[config.mk]
export PLATFORM = sky130hd
export DESIGN_NAME = vdb_led_bank
export DESIGN_NICKNAME = d
export VERILOG_FILES = /design/src/rtl/vdb_led_bank.sv
export SDC_FILE = /design/constraint.sdc
export NUM_CORES = 1
export LEC_CHECK = 0
export ABC_AREA = 1
export CAP_MARGIN = 0
export CORE_UTILIZATION = 30
export CTS_CLUSTER_SIZE = 24
export DETAILED_ROUTE_END_ITERATION = 16
export GPL_ROUTABILITY_DRIVEN = 0
export PLACE_DENSITY = 0.5
export SLEW_MARGIN = 30
export SYNTH_ARGS = -nofsm -noshare
export SYNTH_HDL_FRONTEND = slang
export SYNTH_SLANG_ARGS = --single-unit
[constraint.sdc]
create_clock -name clk -period 5.22 [get_ports clk]
set_input_delay 1.566 -clock clk [delete_from_list [all_inputs] [get_ports clk]]
set_output_delay 1.566 -clock clk [all_outputs]
set_load 0.02 [all_outputs]
[src/rtl/vdb_led_bank.sv]
// LED channel bank: per-channel DIRECT/OFF/ON/PWM drive with a registered LED
// vector and a coalescing, lowest-index-first state-change event port.
module vdb_led_bank #(
  parameter int CHANNELS = 8,
  parameter int PWM_BITS = 8,
  parameter int PRESCALE = 4,
  localparam int CH_W = (CHANNELS > 1) ? $clog2(CHANNELS) : 1
) (
  input  logic                clk,
  input  logic                rst,
  input  logic [CHANNELS-1:0] in,
  input  logic                cfg_we,
  input  logic [CH_W-1:0]     cfg_ch,
  input  logic [1:0]          cfg_mode,
  input  logic [PWM_BITS-1:0] cfg_duty,
  output logic [CHANNELS-1:0] led,
  output logic                evt_valid,
  input  logic                evt_ready,
  output logic [CH_W-1:0]     evt_ch,
  output logic                evt_state,
  output logic                evt_ovf,
  input  logic                ovf_clr
);

  localparam int PS_W = (PRESCALE > 1) ? $clog2(PRESCALE) : 1;

  typedef enum logic [1:0] {
    MODE_DIRECT = 2'd0,
    MODE_OFF    = 2'd1,
    MODE_ON     = 2'd2,
    MODE_PWM    = 2'd3
  } mode_t;

  mode_t               mode     [CHANNELS];
  logic [PWM_BITS-1:0] duty     [CHANNELS];
  mode_t               eff_mode [CHANNELS];
  logic [PWM_BITS-1:0] eff_duty [CHANNELS];

  logic [PS_W-1:0]     presc;
  logic [PWM_BITS-1:0] pwm_cnt;
  logic [CHANNELS-1:0] nxt;
  logic [CHANNELS-1:0] chg;
  logic [CHANNELS-1:0] pend;
  logic [CHANNELS-1:0] pstate;
  logic [CHANNELS-1:0] sel_low;
  logic [CHANNELS-1:0] xfer_sel;
  logic [CHANNELS-1:0] ovf_set;

  always_ff @(posedge clk or posedge rst) begin
    if (rst) begin
      presc   <= '0;
      pwm_cnt <= '0;
    end else if (presc == PS_W'(PRESCALE - 1)) begin
      presc   <= '0;
      pwm_cnt <= pwm_cnt + 1'b1;
    end else begin
      presc <= presc + 1'b1;
    end
  end

  // Channel indices beyond CHANNELS never match, so such writes are dropped.
  always_ff @(posedge clk or posedge rst) begin
    if (rst) begin
      for (int i = 0; i < CHANNELS; i++) begin
        mode[i] <= MODE_DIRECT;
        duty[i] <= '0;
      end
    end else if (cfg_we) begin
      for (int i = 0; i < CHANNELS; i++) begin
        if (cfg_ch == CH_W'(i)) begin
          mode[i] <= mode_t'(cfg_mode);
          duty[i] <= cfg_duty;
        end
      end
    end
  end

  // A write in flight is bypassed so the LED reflects it one clock later.
  always_comb begin
    nxt = '0;
    for (int i = 0; i < CHANNELS; i++) begin
      eff_mode[i] = mode[i];
      eff_duty[i] = duty[i];
      if (cfg_we && (cfg_ch == CH_W'(i))) begin
        eff_mode[i] = mode_t'(cfg_mode);
        eff_duty[i] = cfg_duty;
      end
      case (eff_mode[i])
        MODE_DIRECT: nxt[i] = in[i];
        MODE_OFF:    nxt[i] = 1'b0;
        MODE_ON:     nxt[i] = 1'b1;
        default:     nxt[i] = (pwm_cnt < eff_duty[i]);
      endcase
    end
  end

  assign chg = nxt ^ led;

  always_comb begin
    evt_ch    = '0;
    evt_state = 1'b0;
    for (int i = CHANNELS - 1; i >= 0; i--) begin
      if (pend[i]) begin
        evt_ch    = CH_W'(i);
        evt_state = pstate[i];
      end
    end
  end

  assign evt_valid = |pend;
  assign sel_low   = pend & (~pend + 1'b1);
  assign xfer_sel  = (evt_valid && evt_ready) ? sel_low : '0;
  // A change on the channel being handed off re-arms it rather than losing data.
  assign ovf_set   = chg & pend & ~xfer_sel;

  always_ff @(posedge clk or posedge rst) begin
    if (rst) begin
      led     <= '0;
      pend    <= '0;
      pstate  <= '0;
      evt_ovf <= 1'b0;
    end else begin
      led <= nxt;
      for (int i = 0; i < CHANNELS; i++) begin
        if (chg[i]) begin
          pend[i]   <= 1'b1;
          pstate[i] <= nxt[i];
        end else if (xfer_sel[i]) begin
          pend[i] <= 1'b0;
        end
      end
      if (|ovf_set) begin
        evt_ovf <= 1'b1;
      end else if (ovf_clr) begin
        evt_ovf <= 1'b0;
      end
    end
  end

endmodule

==> impl_results.md <==
- Status: complete, no violations
- Setup CP Type: in -> reg
- Non-filler instance count after layout: 1136
- Core ar.: 0.0204 mm^2
- Logic pwr share: 22.9%
- Total gr overflow: 0
- Seq pwr share: 37.7%
- Final WL: 13600 um
- Area share of the largest cell type after synthesis: 45.5%
- Worst-Skew Late Latency: 0.41 ns
- Drt first pass iters: 5
- IO buf count: 39
- Post-synth EDFFs: 0
- Slew Limit Fails: 0
- Post-CTS Resized: 0
- Via count: 4841
- Register bit count reported by yosys: 115
- Synth unique cells: 29
- Pleak: 0.00406 uW
- Sink Count: 115
- Routed Antenna Nets: 0
- Share of cells above drive strength 1: 7.39%
- Start point of the critical path: cfg_ch[0]
- Synth top cells by count: nand2_1, inv_1, dfrtp_1
- DP Wirelength: 10300 um
- Area delta synth->final: 21.2%
- Setup TNS: 0 ns
- Maximum vdd drop: 0.132 mV
- Sw Share: 29.4%
- Pin count of the biggest net entering global routing: 49
- Startpoint Class: input port
- Switching Power: 896 uW
- Synth Flop Type: dfrtp_1
- Tot Pwr: 3040 uW
- Initial Utilization: 31.0%
- Global-route wire length before repair: 23800 um
- WP buf/inv: 5
- Crit-path slowest cell: clkdlybuf4s50_1
- CP Data Required Time: 5.51 ns
- 1st-iter DRT viols: 210
- Most frequent cell after synthesis: nand2_1
- Vias in the first global route: 4869
- Remaining DRCs: 0
- R2R Path Start: pwm_cnt[5]
- I/O Pins: 40
- Area leader, netlist: dfrtp_1
- Crit-path leading delay family: simple AND/OR/NAND/NOR gates
- Final setup violation count: 0
- Crit path DAT: 4.37 ns
- Pint: 2150 uW
- Number of hold buffers added after CTS: 0
- Cell mode on critical path: nand2_1
- Hold Crit Start: presc[0]
- Final Hold Fails: 0
- Tightest Pin Transition: 0.633 ns
- FF+latch area: 0.00288 mm^2
- Clock Skew: 0.00616 ns
- Seq/Total Area, Yosys: 45.5%
- Worst relative slew slack: 57.8%
- CP endpoint kind: register
- Avg Inst Size Synth: 7.90 um^2
- CTS buffer count: 17
- Synth Warn #: 0
- Netlist Area Pre-Place: 0.00633 mm^2
- Final worst setup slack: 1.14 ns
- Die width: 147 um
- Async SR Flop Fraction: 100%
- Rows: 52
- Synth top area cells: dfrtp_1, nand2_1, ha_1, inv_1, o21ai_0
- FILL cells: 2152
- Min-delay worst type: reg -> reg
- NumNets Final: 938
- Max cap viols: 0
- Worst Path Max Fanout: 19
- Clock Path Buffers: 2
- Syn Inst Count: 801
- CTS root buffer: clkbuf_16
- Crit path cell chain: clkdlybuf4s50_1, inv_1, nor2_1, nand2_2, o21ai_0, inv_1, ha_1, nand2_1, inv_1, o21ai_0, nand2_1, a211oi_1, nand2_1, nand3_1, nand2_1, nand2_1, nand2_1, inv_1, nand3_1
- Final min period: 4.08 ns
- Vias/cell: 4.26
- Multi-input logic area: 0.00278 mm^2
- Final core utilization: 37.6%
- Initial antenna violation count: 0
- Tcrit/Tclk final: 78.1%
- Htree depth: 4
- CTS tree: yes
- Area of the die: 0.0217 mm^2
- Number of antenna cells inserted: 0
- PwrDens: 397 mW/mm^2
- Pre-CTS setup slack: 0.681 ns
- Fmax: 245 MHz
- Post-CTS Setup Inserts: 0
- DIE HEIGHT: 147 um
- Routed WL per cell: 12.0 um
- Max incr delay on CP: 0.54 ns
- Post-Place Cells: 1105
- Clock Power Share: 39.4%
- Clock transition at the registers of the reported paths: 0.05 ns
- Syn_nets: 885
- RSZ-0062 raised after global routing: no
- GRT Total Usage: 14.0%
routing by layer:
metal / GRT usage [%] / routed length [um]
met3: 2.98 / 408
met5: 0 / 0
met2: 22.7 / 6230
met1: 18.3 / 6790
met4: 5.52 / 182
worst register-to-register path, cell delays in order, from the launching register on:
cell	delay, ns
dfrtp_1	0.67
ha_1	0.34
a21oi_1	0.13
nor2_1	0.05
nor2_1	0.09
nor2_1	0.04
nor3_1	0.12
nand2_1	0.11
nand3_1	0.10
nand2_1	0.10
nand2_1	0.07
nand2_1	0.05
nor2_1	0.10
nand3_1	0.07
area by class of cell:
| cell class | instances | area share (%) |
|---|---|---|
| clock inverters | 10 | 1.70 |
| multi-input cells | 506 | 36.2 |
| flip-flops and latches | 115 | 37.5 |
| clock buffers | 21 | 6.26 |
| well taps | 270 | 4.40 |
| repair buffers | 41 | 5.45 |
| inverters | 173 | 8.50 |
registers in the layout, summed over array words and instances (netlist names):
signal / count
duty: 64
mode: 16
led: 8
pend: 8
pstate: 8
pwm_cnt: 8
presc: 2
evt_ovf: 1
placed cells by master, fill, tap and decap left out, types with 2 or more instances in the layout:
cell type,Yosys,final
o21ai_2,3,3
xnor2_1,2,2
and2_1,8,8
nor3_1,4,4
bufinv_16,0,3
nor2_2,2,2
clkdlybuf4s50_1,0,39
nand2_1,208,208
dfrtp_1,115,115
ha_1,58,58
o21ai_1,9,9
clkinv_2,0,5
clkbuf_8,0,4
or2_1,2,2
nand3_1,33,33
inv_1,172,171
nor2_1,33,33
clkinvlp_4,0,2
a21oi_1,26,26
xor2_1,5,5
o21ai_0,82,82
or2_2,18,18
clkbuf_16,0,17
nand2_2,4,4
nand4_1,2,2
logic make-up after synthesis:
logic type / share of synthesized area (%)
and+or+nand+nor: 20.9
AOI/OAI and AO/OA: 10.1
buffers and inverters: 10.7
muxes: 0.336
DFF: 45.5
xor gates and xnor gates: 0.968
adders and majority gates: 11.5
final timing paths:
| path | slack (ns) | depth (start not counted) | to |
|---|---|---|---|
| min reg2reg | 0.42 | 1 | presc[0] |
| min | 0.42 | 1 | presc[0] |
| max in group asynchronous | 2.86 | 3 | duty[55] |
| min in group asynchronous | 1.60 | 2 | pstate[6] |
| max | 1.14 | 19 | evt_ovf |
| max reg2reg | 3.09 | 13 | evt_ovf |
power by group through the flow:
stage,registers (uW),logic [uW],clock network (uW)
floorplan,1160,486,0
finish,1150,696,1200
global placement,1160,700,0
detailed placement,1160,706,0
global route,1170,820,1270
CTS,1150,711,1230
stage by stage:
stage | cell area (um^2) | hold WS [ns]
after floorplan | 6330 | 0.403
after global placement | 7060 | 0.417
after detailed placement | 7060 | 0.418
after CTS | 7670 | 0.426
after global routing | 7670 | 0.433
final | 7670 | 0.422
(Power assumes the default switching activity.)
